--- src/rtl/bs_pkg.sv ---
// Shared definitions for the bus scheduler: packet field positions, broadcast
// code and the sequencer state encoding.
package bs_pkg;
    // Field positions are measured down from the packet MSB so they hold for any PCKG_SZ.
    localparam int TGT_MSB = 0;
    localparam int SRC_MSB = 8;
    localparam int ID_MSB  = 16;

    localparam logic [7:0] BROADCAST_DEF = 8'hFF;

    typedef enum logic [1:0] {IDLE, POP, SEND, PUSH} state_e;
endpackage

--- src/rtl/bs_rr_scheduler_arbiter.sv ---
// Combinational round-robin pick: first set request strictly after ptr,
// wrapping modulo N.
module rr_arbiter #(
    parameter  int N  = 4,
    localparam int IW = (N > 1) ? $clog2(N) : 1
) (
    input  logic [N-1:0]  req,
    input  logic [IW-1:0] ptr,
    output logic          valid,
    output logic [IW-1:0] g
);
    logic [IW-1:0] idx;

    // Scan from farthest to nearest so the nearest request wins.
    always_comb begin
        valid = 1'b0;
        g     = '0;
        idx   = '0;
        for (int i = N; i >= 1; i--) begin
            idx = IW'((int'(ptr) + i) % N);
            if (req[idx]) begin
                valid = 1'b1;
                g     = idx;
            end
        end
    end
endmodule

--- src/rtl/bs_rr_scheduler.sv ---
// Central bus sequencer: grants one pending driver FIFO in round-robin order,
// pops its packet, decodes the target and pushes it to the destination(s).
module bs_rr_scheduler
    import bs_pkg::*;
#(
    parameter int         DRVRS     = 4,
    parameter int         PCKG_SZ   = 32,
    parameter logic [7:0] BROADCAST = BROADCAST_DEF,
    localparam int        IW        = (DRVRS > 1) ? $clog2(DRVRS) : 1
) (
    input  logic                            clk,
    input  logic                            reset,
    input  logic [DRVRS-1:0]                pndng,
    input  logic [DRVRS-1:0][PCKG_SZ-1:0]   D_pop,
    input  logic [DRVRS-1:0]                full,
    output logic [DRVRS-1:0]                pop,
    output logic [DRVRS-1:0]                push,
    output logic [DRVRS-1:0][PCKG_SZ-1:0]   D_push,
    output logic [7:0]                      grant_id,
    output logic                            busy,
    output logic                            drop_err,
    output logic [15:0]                     pkt_cnt
);
    state_e               state_q, state_d;
    logic [IW-1:0]        rr_ptr_q, rr_ptr_d;
    logic [PCKG_SZ-1:0]   pkt_q, pkt_d;
    logic [PCKG_SZ-1:0]   d_push_q, d_push_d;
    logic [DRVRS-1:0]     dst_mask_q, dst_mask_d;
    logic [DRVRS-1:0]     pop_q, pop_d;
    logic [DRVRS-1:0]     push_q, push_d;
    logic [7:0]           grant_id_q, grant_id_d;
    logic                 busy_q, busy_d;
    logic                 drop_err_q, drop_err_d;
    logic [15:0]          pkt_cnt_q, pkt_cnt_d;

    logic                 arb_vld;
    logic [IW-1:0]        arb_g;
    logic [7:0]           tgt;
    logic                 dec_vld;
    logic [DRVRS-1:0]     dec_mask;

    rr_arbiter #(.N(DRVRS)) u_arb (
        .req   (pndng),
        .ptr   (rr_ptr_q),
        .valid (arb_vld),
        .g     (arb_g)
    );

    // rr_ptr_q still holds the granted source while the packet is decoded.
    assign tgt = pkt_q[PCKG_SZ-1-TGT_MSB -: 8];

    always_comb begin
        dec_vld  = 1'b0;
        dec_mask = '0;
        if (tgt == BROADCAST) begin
            dec_vld  = 1'b1;
            dec_mask = ~(DRVRS'(1) << rr_ptr_q);
        end else if (int'(tgt) < DRVRS) begin
            dec_vld  = 1'b1;
            dec_mask = DRVRS'(1) << tgt;
        end
    end

    always_comb begin
        state_d    = state_q;
        rr_ptr_d   = rr_ptr_q;
        pkt_d      = pkt_q;
        d_push_d   = d_push_q;
        dst_mask_d = dst_mask_q;
        pop_d      = '0;
        push_d     = '0;
        grant_id_d = grant_id_q;
        drop_err_d = 1'b0;
        pkt_cnt_d  = pkt_cnt_q;
        unique case (state_q)
            IDLE: begin
                if (arb_vld) begin
                    grant_id_d = 8'(arb_g);
                    pkt_d      = D_pop[arb_g];
                    pop_d      = DRVRS'(1) << arb_g;
                    rr_ptr_d   = arb_g;
                    state_d    = POP;
                end
            end
            POP: begin
                if (dec_vld) begin
                    dst_mask_d = dec_mask;
                    state_d    = SEND;
                end else begin
                    drop_err_d = 1'b1;
                    state_d    = IDLE;
                end
            end
            SEND: begin
                // All destinations must have room at once; no partial broadcast.
                if ((dst_mask_q & full) == '0) begin
                    push_d   = dst_mask_q;
                    d_push_d = pkt_q;
                    state_d  = PUSH;
                end
            end
            PUSH: begin
                pkt_cnt_d = pkt_cnt_q + 16'd1;
                state_d   = IDLE;
            end
            default: state_d = IDLE;
        endcase
        busy_d = (state_d != IDLE);
    end

    always_ff @(posedge clk or posedge reset) begin
        if (reset) begin
            state_q    <= IDLE;
            rr_ptr_q   <= IW'(DRVRS - 1);
            pkt_q      <= '0;
            d_push_q   <= '0;
            dst_mask_q <= '0;
            pop_q      <= '0;
            push_q     <= '0;
            grant_id_q <= '0;
            busy_q     <= 1'b0;
            drop_err_q <= 1'b0;
            pkt_cnt_q  <= '0;
        end else begin
            state_q    <= state_d;
            rr_ptr_q   <= rr_ptr_d;
            pkt_q      <= pkt_d;
            d_push_q   <= d_push_d;
            dst_mask_q <= dst_mask_d;
            pop_q      <= pop_d;
            push_q     <= push_d;
            grant_id_q <= grant_id_d;
            busy_q     <= busy_d;
            drop_err_q <= drop_err_d;
            pkt_cnt_q  <= pkt_cnt_d;
        end
    end

    assign pop      = pop_q;
    assign push     = push_q;
    assign D_push   = {DRVRS{d_push_q}};
    assign grant_id = grant_id_q;
    assign busy     = busy_q;
    assign drop_err = drop_err_q;
    assign pkt_cnt  = pkt_cnt_q;
endmodule
--- config.mk ---
export PLATFORM = sky130hd
export DESIGN_NAME = bs_rr_scheduler
export DESIGN_NICKNAME = d
export VERILOG_FILES = /design/src/rtl/bs_pkg.sv /design/src/rtl/bs_rr_scheduler_arbiter.sv /design/src/rtl/bs_rr_scheduler.sv
export SDC_FILE = /design/constraint.sdc
export NUM_CORES = 1
export LEC_CHECK = 0
export ABC_AREA = 1
export BUFFER_PORTS_ARGS = -buffer_cell sky130_fd_sc_hd__buf_4
export CORE_MARGIN = 4
export CORE_UTILIZATION = 48
export CTS_CLUSTER_DIAMETER = 120
export CTS_CLUSTER_SIZE = 24
export DETAILED_ROUTE_END_ITERATION = 7
export PLACE_DENSITY = 0.87
export REMOVE_ABC_BUFFERS = 1
export SLEW_MARGIN = 20
export SYNTH_ARGS = -nofsm -noshare
export SYNTH_HDL_FRONTEND = slang
export SYNTH_SLANG_ARGS = --single-unit
--- constraint.sdc ---
create_clock -name clk -period 3.8 [get_ports clk]
set_input_delay 0.57 -clock clk [delete_from_list [all_inputs] [get_ports clk]]
set_output_delay 0.57 -clock clk [all_outputs]
set_load 0.01 [all_outputs]
==> metrics.log, run 1 <==
INFO  metric multi_input_comb_area = between 0.002 and 0.003 sq mm
INFO  metric clk_transition_reported_paths = around 0.070 ns
INFO  metric drv_cap = 0
INFO  metric max_stage_delay = 0.67 ns
INFO  metric detail_route.iter0.violations = ~320
INFO  metric vdd_drop_max = 0.0005216 V
INFO  metric routed_wire_length_per_instance = approximately 15 microns
INFO  metric grt_first_pass_wirelength = roughly 29 mm
INFO  metric clock-skew-final = 0.007526 ns
INFO  metric worstPathMaxFanout = 38
INFO  metric synthMostInstantiatedCell = sky130_fd_sc_hd__nand2_1
INFO  metric clk_path_buf_depth = 2
INFO  metric cts_tree = yes
INFO  metric powerDensity = between 800 and 900 mW/mm^2
INFO  metric seq_area_frac_synth = 0.3909
INFO  metric timing.rr.end = pkt_q[4]
INFO  metric rsz0062_at_grt = no
INFO  metric cpMaxStageDelayCell = sky130_fd_sc_hd__dfstp_2
INFO  metric maxSlewViolCount = 0
INFO  metric worst_setup_path_start_kind = flip-flop
INFO  metric port-buffer-count = ~290
INFO  metric antenna_violations_before_repair = 0
INFO  metric n_fill_cell = around 1100
INFO  metric final.setup.tns = 0 ns
INFO  metric syn_inst = 903
INFO  metric detailed_place_hpwl = about 14 mm
INFO  metric crit_required = roughly 4.0 ns
INFO  metric drtAntennaViolNets = 0
INFO  metric portion_of_synthesized_cell_area_occupied_by_the_leading_cell_type = 0.3827
INFO  metric synthesis.area = about 0.0064 sq mm
INFO  metric overflow = 0
INFO  metric final.period_utilization = 0.7403
INFO  metric path_cells = inv_6, ha_1, inv_1, nand3_1, nand2_1, inv_2, nand2_1, nand3_2, nand2_2, buf_12, nor2_1, nand2_1, nor2_1, nor2_1, nand2_1
INFO  metric syn_avg_cell_area = approximately 7 sq um
INFO  metric detail_route.first_pass.iterations = 7
INFO  metric launch_instance_of_the_worst_register_to_register_path = rr_ptr_q[0]
INFO  metric worstSetupPathType = flip-flop to flip-flop
INFO  metric r2r_slack = ~0.99 ns
INFO  metric post-cts-setup-buffers = 0
INFO  metric crit_arrival = slightly above 3 ns
INFO  metric hold_violations = 0
INFO  metric max_clock_freq = approximately 0.36 GHz
INFO  metric fp.dieH = 123.6 microns
INFO  metric coreArea = between 0.01 and 0.015 sq mm
INFO  metric tritoncts.num_buffers = 9
INFO  metric avgViaCountPerCell = between 4 and 5
INFO  metric worst_path_most_repeated_cell = sky130_fd_sc_hd__nand2_1
INFO  metric synth_top_cells_by_count = sky130_fd_sc_hd__nand2_1, sky130_fd_sc_hd__buf_4, sky130_fd_sc_hd__dfrtp_1, sky130_fd_sc_hd__nand3_1, sky130_fd_sc_hd__inv_1
INFO  metric crit_path_end_kind = flip-flop
INFO  metric rows = 41
INFO  metric layout-drive-gt1-share = 0.3051
INFO  metric layout.nets = about 1200
INFO  metric synthTopCellsByArea = sky130_fd_sc_hd__dfrtp_1, sky130_fd_sc_hd__nand2_1, sky130_fd_sc_hd__buf_4, sky130_fd_sc_hd__nand3_1, sky130_fd_sc_hd__inv_1
INFO  metric h_tree_level_count = 3
INFO  metric synth_flop_cell = sky130_fd_sc_hd__dfrtp_1
INFO  metric design.die.area = about 0.015 sq mm
INFO  metric ioPinCount = 300
INFO  metric layout.area.seq = roughly 0.0025 sq mm
INFO  metric floorplan.die.width = 123.6 microns
INFO  metric finalSetupViolations = 0
INFO  metric slew_at_the_pin_closest_to_its_max_slew_limit = 0.8976 ns
INFO  metric cts.repair.resized = 0
INFO  metric cts.sinks = 100
INFO  metric n_antenna_cell = 0
INFO  metric maximum_number_of_pins_on_one_net_before_global_route_repair = between 60 and 70
INFO  metric start_util = 0.4997
INFO  metric routed_wl = 18.46 mm
INFO  metric ys_async_sr_fraction = 1.000
INFO  metric num_vias = 6168
INFO  metric clk_latency = 0.34 ns
INFO  metric drc = 0
INFO  metric post-synth-top-area-cell = sky130_fd_sc_hd__dfrtp_1
INFO  metric min_delay_worst_type = input pin to asynchronous set/reset pin
INFO  metric p_leak = slightly below 5 nW
INFO  metric status = finished clean
INFO  metric reg2regPathDepth = 15
INFO  metric number_of_global_route_vias_before_repair = slightly below 6000
INFO  metric combined_global_route_utilization_of_all_metal_layers = 0.2364
INFO  metric maxSlewHeadroom = 0.3995
INFO  metric postCtsHoldBufs = 0
INFO  metric ys_ff_latch = 100
INFO  metric number_of_flops_mapped_to_enable_cells_by_yosys = 0
INFO  metric period_needed = roughly 2.8 ns
INFO  metric syn_to_final_growth = 29.05%
INFO  metric cts_root_buf = sky130_fd_sc_hd__clkbuf_16
INFO  metric yosys.cell_types.count = 33
INFO  metric ys.warnings.count = 0
INFO  metric globalplace.congestion = between 0.8 and 0.9
INFO  metric power.total = between 7 and 8 mW
==> cells in the final DEF, fill, tap and decap left out, types with 7 or more instances in the layout <==
cell	count
sky130_fd_sc_hd__nand2_1	360
sky130_fd_sc_hd__buf_4	303
sky130_fd_sc_hd__dfrtp_1	98
sky130_fd_sc_hd__nand3_1	96
sky130_fd_sc_hd__inv_1	74
sky130_fd_sc_hd__nand3b_1	31
sky130_fd_sc_hd__nor2_1	23
sky130_fd_sc_hd__o21ai_0	18
sky130_fd_sc_hd__xor2_1	9
sky130_fd_sc_hd__clkbuf_16	9
sky130_fd_sc_hd__nor4_1	7
==> state kept, by name, indices dropped and copies added, names as in the netlist <==
signal	flops
busy	1
d_push_q	32
drop_err	1
dst_mask_q	4
grant_id	2
pkt_cnt	16
pkt_q	32
pop	4
push	4
rr_ptr_q	2
state_q	2
==> how the worst max path moves through the flow <==
stage	to	cells past startpoint	slack, ns	start
finish	pkt_q[4]	15	0.99	rr_ptr_q[0]
global route	pkt_q[4]	15	0.76	rr_ptr_q[0]
CTS	pkt_q[4]	15	0.99	rr_ptr_q[0]
detailed placement	pkt_q[4]	15	1.01	rr_ptr_q[0]
global placement	pkt_q[4]	15	1.12	rr_ptr_q[0]
floorplan	pkt_q[4]	14	0.39	rr_ptr_q[0]
==> area by class of cell <==
class,count,area share
multi-input combinational,586,0.3247
sequential,100,0.3029
timing repair buffer,304,0.2775
inverter,79,0.03676
clock buffer,14,0.03071
tap,172,0.02602
clock inverter,2,0.001513
==> per-stage QoR <==
| stage | std cells | area, sq um | utilization | worst slack (ns) | hold slack [ns] |
|---|---|---|---|---|---|
| finish | 1257 | 8270 | 0.6449 | 0.9870 | 0.2989 |
| global route | 1257 | 8270 | 0.6449 | 0.7575 | 0.3628 |
| CTS | 1257 | 8270 | 0.6449 | 0.9948 | 0.3204 |
| detailed placement | 1241 | 8004 | 0.6241 | 1.010 | 0.4607 |
| global placement | 1241 | 8004 | 0.6241 | 1.122 | 0.4472 |
| floorplan | 765 | 5470 | - | 0.3904 | 0.4286 |
==> power breakdown <==
| group | internal, mW | switching [mW] | total [mW] |
|---|---|---|---|
| Combinational | 1.79 | 2.84 | 4.63 |
| Clock | 0.463 | 0.383 | 0.846 |
| Sequential | 1.47 | 0.369 | 1.84 |
| Total | 3.72 | 3.59 | 7.32 |
==> metal layers <==
layer	up-vias	GRT usage	wire length [microns]
li1	3040	-	-
met1	2824	0.3016	7183
met2	281	0.4098	9404
met3	23	0.04254	1608
met4	0	0.06920	266
met5	-	0	0
==> critical path: cells and delay by family (launching register included) <==
family	cells	cell delay (ns)
AND/OR/NAND/NOR	10	1.18
flip-flops	1	0.67
buffers and inverters	4	0.49
adder cells (fa/ha/maj)	1	0.34
==> cells by family (layout without fill, tap and decap cells) <==
group	after synthesis	count (layout)	share of synthesized area
other cells	1	6	0.0005851
flops	100	100	0.3909
fa+ha+maj	5	5	0.009762
buf+inv	222	399	0.1964
xor+xnor	15	15	0.02050
compound gates	23	23	0.02011
simple gates	537	537	0.3618
Note: power is estimated with default switching activity, not from simulation.
==> run 2: changes to the inputs <==
--- a/config.mk
+++ b/config.mk
@@ -5,14 +5,14 @@
 export SDC_FILE = /design/constraint.sdc
 export NUM_CORES = 1
 export LEC_CHECK = 0
-export ABC_AREA = 1
+export ABC_AREA = 0
 export BUFFER_PORTS_ARGS = -buffer_cell sky130_fd_sc_hd__buf_4
 export CORE_MARGIN = 4
-export CORE_UTILIZATION = 48
+export CORE_UTILIZATION = 42
 export CTS_CLUSTER_DIAMETER = 120
 export CTS_CLUSTER_SIZE = 24
 export DETAILED_ROUTE_END_ITERATION = 7
-export PLACE_DENSITY = 0.87
+export PLACE_DENSITY = 0.83
 export REMOVE_ABC_BUFFERS = 1
 export SLEW_MARGIN = 20
 export SYNTH_ARGS = -nofsm -noshare
==> constraint.sdc (replaced) <==
create_clock -name clk -period 2.5 [get_ports clk]
set_input_delay 0.375 -clock clk [delete_from_list [all_inputs] [get_ports clk]]
set_output_delay 0.375 -clock clk [all_outputs]
set_load 0.01 [all_outputs]
==> metrics.log, run 2 <==
INFO  metric status = finished clean (unchanged)
INFO  metric vdd_drop_max = 0.0007551 V (was 0.0005216 V)
INFO  metric coreArea = 0.01330 sq mm (was 0.01282 sq mm)
INFO  metric tritoncts.num_buffers = 9 (unchanged)
INFO  metric portion_of_synthesized_cell_area_occupied_by_the_leading_cell_type = 0.4280 (was 0.3827)
INFO  metric num_vias = 4571 (was 6168)
INFO  metric yosys.cell_types.count = 51 (was 33)
INFO  metric seq_area_frac_synth = 0.4372 (was 0.3909)
INFO  metric routed_wire_length_per_instance = 16.45 microns (was 14.69 microns)
INFO  metric number_of_global_route_vias_before_repair = 4673 (was 5843)
INFO  metric floorplan.die.width = 124.8 microns (was 123.6 microns)
INFO  metric crit_path_end_kind = flip-flop (unchanged)
INFO  metric hold_violations = 0 (unchanged)
INFO  metric start_util = 0.4309 (was 0.4997)
INFO  metric routed_wl = 15.10 mm (was 18.46 mm)
INFO  metric post-synth-top-area-cell = sky130_fd_sc_hd__dfrtp_1 (unchanged)
INFO  metric maximum_number_of_pins_on_one_net_before_global_route_repair = 42 (was 63)
INFO  metric placed_cells = 903 (was 1241)
INFO  metric syn_avg_cell_area = 10.61 sq um (was 7.097 sq um)
INFO  metric design.die.area = 0.01557 sq mm (was 0.01526 sq mm)
INFO  metric layoutNonFillerInstCount = 918 (was 1257)
INFO  metric layout-drive-gt1-share = 0.4906 (was 0.3051)
INFO  metric h_tree_level_count = 3 (unchanged)
INFO  metric maxSlewHeadroom = 0.6332 (was 0.3995)
INFO  metric cts_tree = yes (unchanged)
INFO  metric synth_flop_cell = sky130_fd_sc_hd__dfrtp_1 (unchanged)
INFO  metric crit_required = 2.75 ns (was 4.03 ns)
INFO  metric finalSetupViolations = 0 (unchanged)
INFO  metric worstSetupPathType = flip-flop to flip-flop (unchanged)
INFO  metric final.period_utilization = 0.9544 (was 0.7403)
INFO  metric syn_to_final_growth = 35.51% (was 29.05%)
INFO  metric drtAntennaViolNets = 0 (unchanged)
INFO  metric n_fill_cell = 1145 (was 1143)
INFO  metric period_needed = 2.386 ns (was 2.813 ns)
INFO  metric synthMostInstantiatedCell = sky130_fd_sc_hd__buf_4 (was sky130_fd_sc_hd__nand2_1)
INFO  metric clk_latency = 0.34 ns (about the same)
INFO  metric grt_first_pass_wirelength = 24.16 mm (was 28.57 mm)
INFO  metric synth_top_cells_by_count = sky130_fd_sc_hd__buf_4, sky130_fd_sc_hd__dfrtp_1, sky130_fd_sc_hd__nand2_1, sky130_fd_sc_hd__nor2_1, sky130_fd_sc_hd__a21oi_1 (was sky130_fd_sc_hd__nand2_1, sky130_fd_sc_hd__buf_4, sky130_fd_sc_hd__dfrtp_1, sky130_fd_sc_hd__nand3_1, sky130_fd_sc_hd__inv_1)
INFO  metric ys.warnings.count = 0 (unchanged)
INFO  metric detail_route.first_pass.iterations = 4 (was 7)
INFO  metric avgViaCountPerCell = 4.979 (was 4.907)
INFO  metric most_frequent_standard_cell_in_the_layout_excluding_fill_and_tap_cells = sky130_fd_sc_hd__buf_4 (was sky130_fd_sc_hd__nand2_1)
INFO  metric final_cell_mix = sky130_fd_sc_hd__buf_4, sky130_fd_sc_hd__dfrtp_1, sky130_fd_sc_hd__nand2_1 (was sky130_fd_sc_hd__nand2_1, sky130_fd_sc_hd__buf_4, sky130_fd_sc_hd__dfrtp_1)
INFO  metric port-buffer-count = 293 (unchanged)
INFO  metric p_leak = 4.038 nW (was 4.870 nW)
INFO  metric cts_root_buf = sky130_fd_sc_hd__clkbuf_16 (unchanged)
INFO  metric clock-skew-final = 0.005786 ns (was 0.007526 ns)
INFO  metric combined_global_route_utilization_of_all_metal_layers = 0.1905 (was 0.2364)
INFO  metric syn_inst = 540 (was 903)
INFO  metric cts.sinks = 100 (unchanged)
INFO  metric final.setup.tns = 0 ns (unchanged)
INFO  metric powerDensity = 1286 mW/mm^2 (was 884.6 mW/mm^2)
INFO  metric slew_at_the_pin_closest_to_its_max_slew_limit = 0.5502 ns (was 0.8976 ns)
INFO  metric detail_route.iter0.violations = 194 (was 324)
INFO  metric place_area = 0.007477 sq mm (was 0.008004 sq mm)
INFO  metric maxSlewViolCount = 0 (unchanged)
INFO  metric detailed_place_hpwl = 11.62 mm (was 13.56 mm)
INFO  metric globalplace.congestion = 0.8184 (was 0.8104)
INFO  metric layout.nets = 881 (was 1223)
INFO  metric postCtsHoldBufs = 0 (unchanged)
INFO  metric ioPinCount = 300 (unchanged)
INFO  metric ys_ff_latch = 100 (unchanged)
INFO  metric drv_cap = 0 (unchanged)
INFO  metric post-cts-setup-buffers = 0 (unchanged)
INFO  metric ys_async_sr_fraction = 1.000 (unchanged)
INFO  metric clk_transition_reported_paths = 0.06 ns (was 0.07 ns)
INFO  metric stdcell_area = 0.007764 sq mm (was 0.008270 sq mm)
INFO  metric worstPathMaxFanout = 22 (was 38)
INFO  metric rows = 42 (was 41)
INFO  metric rsz0062_at_grt = no (unchanged)
INFO  metric max_clock_freq = 0.4191 GHz (was 0.3555 GHz)
INFO  metric min_delay_worst_type = input pin to asynchronous set/reset pin (unchanged)
INFO  metric multi_input_comb_area = 0.002349 sq mm (was 0.002685 sq mm)
INFO  metric synthTopCellsByArea = sky130_fd_sc_hd__dfrtp_1, sky130_fd_sc_hd__buf_4, sky130_fd_sc_hd__a221oi_2, sky130_fd_sc_hd__mux2_1, sky130_fd_sc_hd__mux2i_1 (was sky130_fd_sc_hd__dfrtp_1, sky130_fd_sc_hd__nand2_1, sky130_fd_sc_hd__buf_4, sky130_fd_sc_hd__nand3_1, sky130_fd_sc_hd__inv_1)
INFO  metric synthesis.area = 0.005729 sq mm (was 0.006409 sq mm)
INFO  metric drc = 0 (unchanged)
INFO  metric number_of_flops_mapped_to_enable_cells_by_yosys = 0 (unchanged)
INFO  metric overflow = 0 (unchanged)
INFO  metric clk_path_buf_depth = 2 (unchanged)
INFO  metric fp.dieH = 124.8 microns (was 123.6 microns)
INFO  metric layout.area.seq = 0.002505 sq mm (unchanged)
INFO  metric worst_setup_path_start_kind = flip-flop (unchanged)
INFO  metric crit_arrival = 2.64 ns (was 3.04 ns)
INFO  metric n_antenna_cell = 0 (unchanged)
INFO  metric antenna_violations_before_repair = 0 (unchanged)
==> run 2: cell count changes after synthesis, sizes merged, moves of 12 or more <==
cell	change
nand2	-311
nand3	-92
inv	-73
mux2	+33
a21oi	+32
mux2i	+32
nand3b	-31
a221oi	+30
clkbuf	-19
nor2	+16
o21ai	-12
==> run 2: metal layers <==
metal	share of wire	GRT usage	vias to the layer above
met5	0	0	-
met2	0.54	0.3454	168
met4	0.014	0.04771	0
met3	0.062	0.04717	18
li1	-	-	2185
met1	0.38	0.2250	2200
==> run 2: kinds of logic after synthesis <==
group                      after synthesis  synth area share
xor gates and xnor gates                15           0.02293
DFF                                    100            0.4372
muxes                                   65            0.1214
adders and majority gates                5           0.01092
buffers and inverters                  134            0.1642
AOI/OAI and AO/OA                       89            0.1378
and+or+nand+nor                        131            0.1048
other                                    1         0.0006545
==> run 2: layout make-up <==
type / count / area share
Clock buffer: 10 / 0.02949
Clock inverter: 5 / 0.003868
Inverter: 6 / 0.003223
Multi-Input combinational cell: 311 / 0.3025
Sequential cell: 100 / 0.3226
Tap cell: 176 / 0.02836
Timing Repair Buffer: 310 / 0.3099
==> run 2: what timing repair did <==
action                                  CTS  global route
endpoints found under the setup margin    1            18
resized for setup                         1             4
pin swaps                                 0             0
==> run 2: worst paths after layout <==
check | from | to | slack [ns] | cells past startpoint
worst max-delay path | rr_ptr_q[0] | pkt_q[18] | 0.11 | 8
min in group clk | D_pop[95] | pkt_q[31] | 0.29 | 3
worst max register to register | rr_ptr_q[0] | pkt_q[18] | 0.11 | 8
worst min-delay path | reset | pkt_q[10] | 0.06 | 2
worst min register to register | grant_id[1] | grant_id[1] | 0.48 | 2
max in group asynchronous | reset | push[1] | 1.78 | 3
==> run 2: through the flow <==
stage | setup slack, ns | util | total power, mW | hold WS (ns)
floorplan | -1.280 | - | 5.842 | 0.4587
detailed placement | 0.03457 | 0.5624 | 8.744 | 0.4505
global placement | 0.1578 | 0.5624 | 8.619 | 0.4505
finish | 0.1141 | 0.5839 | 9.988 | 0.06388
CTS | 0.03425 | 0.5822 | 10.02 | 0.07491
global route | 0.009428 | 0.5839 | 10.67 | 0.1011
==> run 2: where the power goes <==
group / internal (mW) / leakage, nW / switching, mW
Sequential: 2.27 / 1.25 / 0.633
Combinational: 2.93 / 2.66 / 2.91
Clock: 0.663 / 0.124 / 0.574
==> run 2: worst max-delay path, stage by stage, from the launching register on <==
cell	delay (ns)
sky130_fd_sc_hd__dfstp_2	0.54
sky130_fd_sc_hd__clkinv_1	0.11
sky130_fd_sc_hd__ha_2	0.40
sky130_fd_sc_hd__a21oi_1	0.08
sky130_fd_sc_hd__a2111o_1	0.46
sky130_fd_sc_hd__nand4_4	0.16
sky130_fd_sc_hd__buf_12	0.17
sky130_fd_sc_hd__a21oi_1	0.07
sky130_fd_sc_hd__a221oi_2	0.28
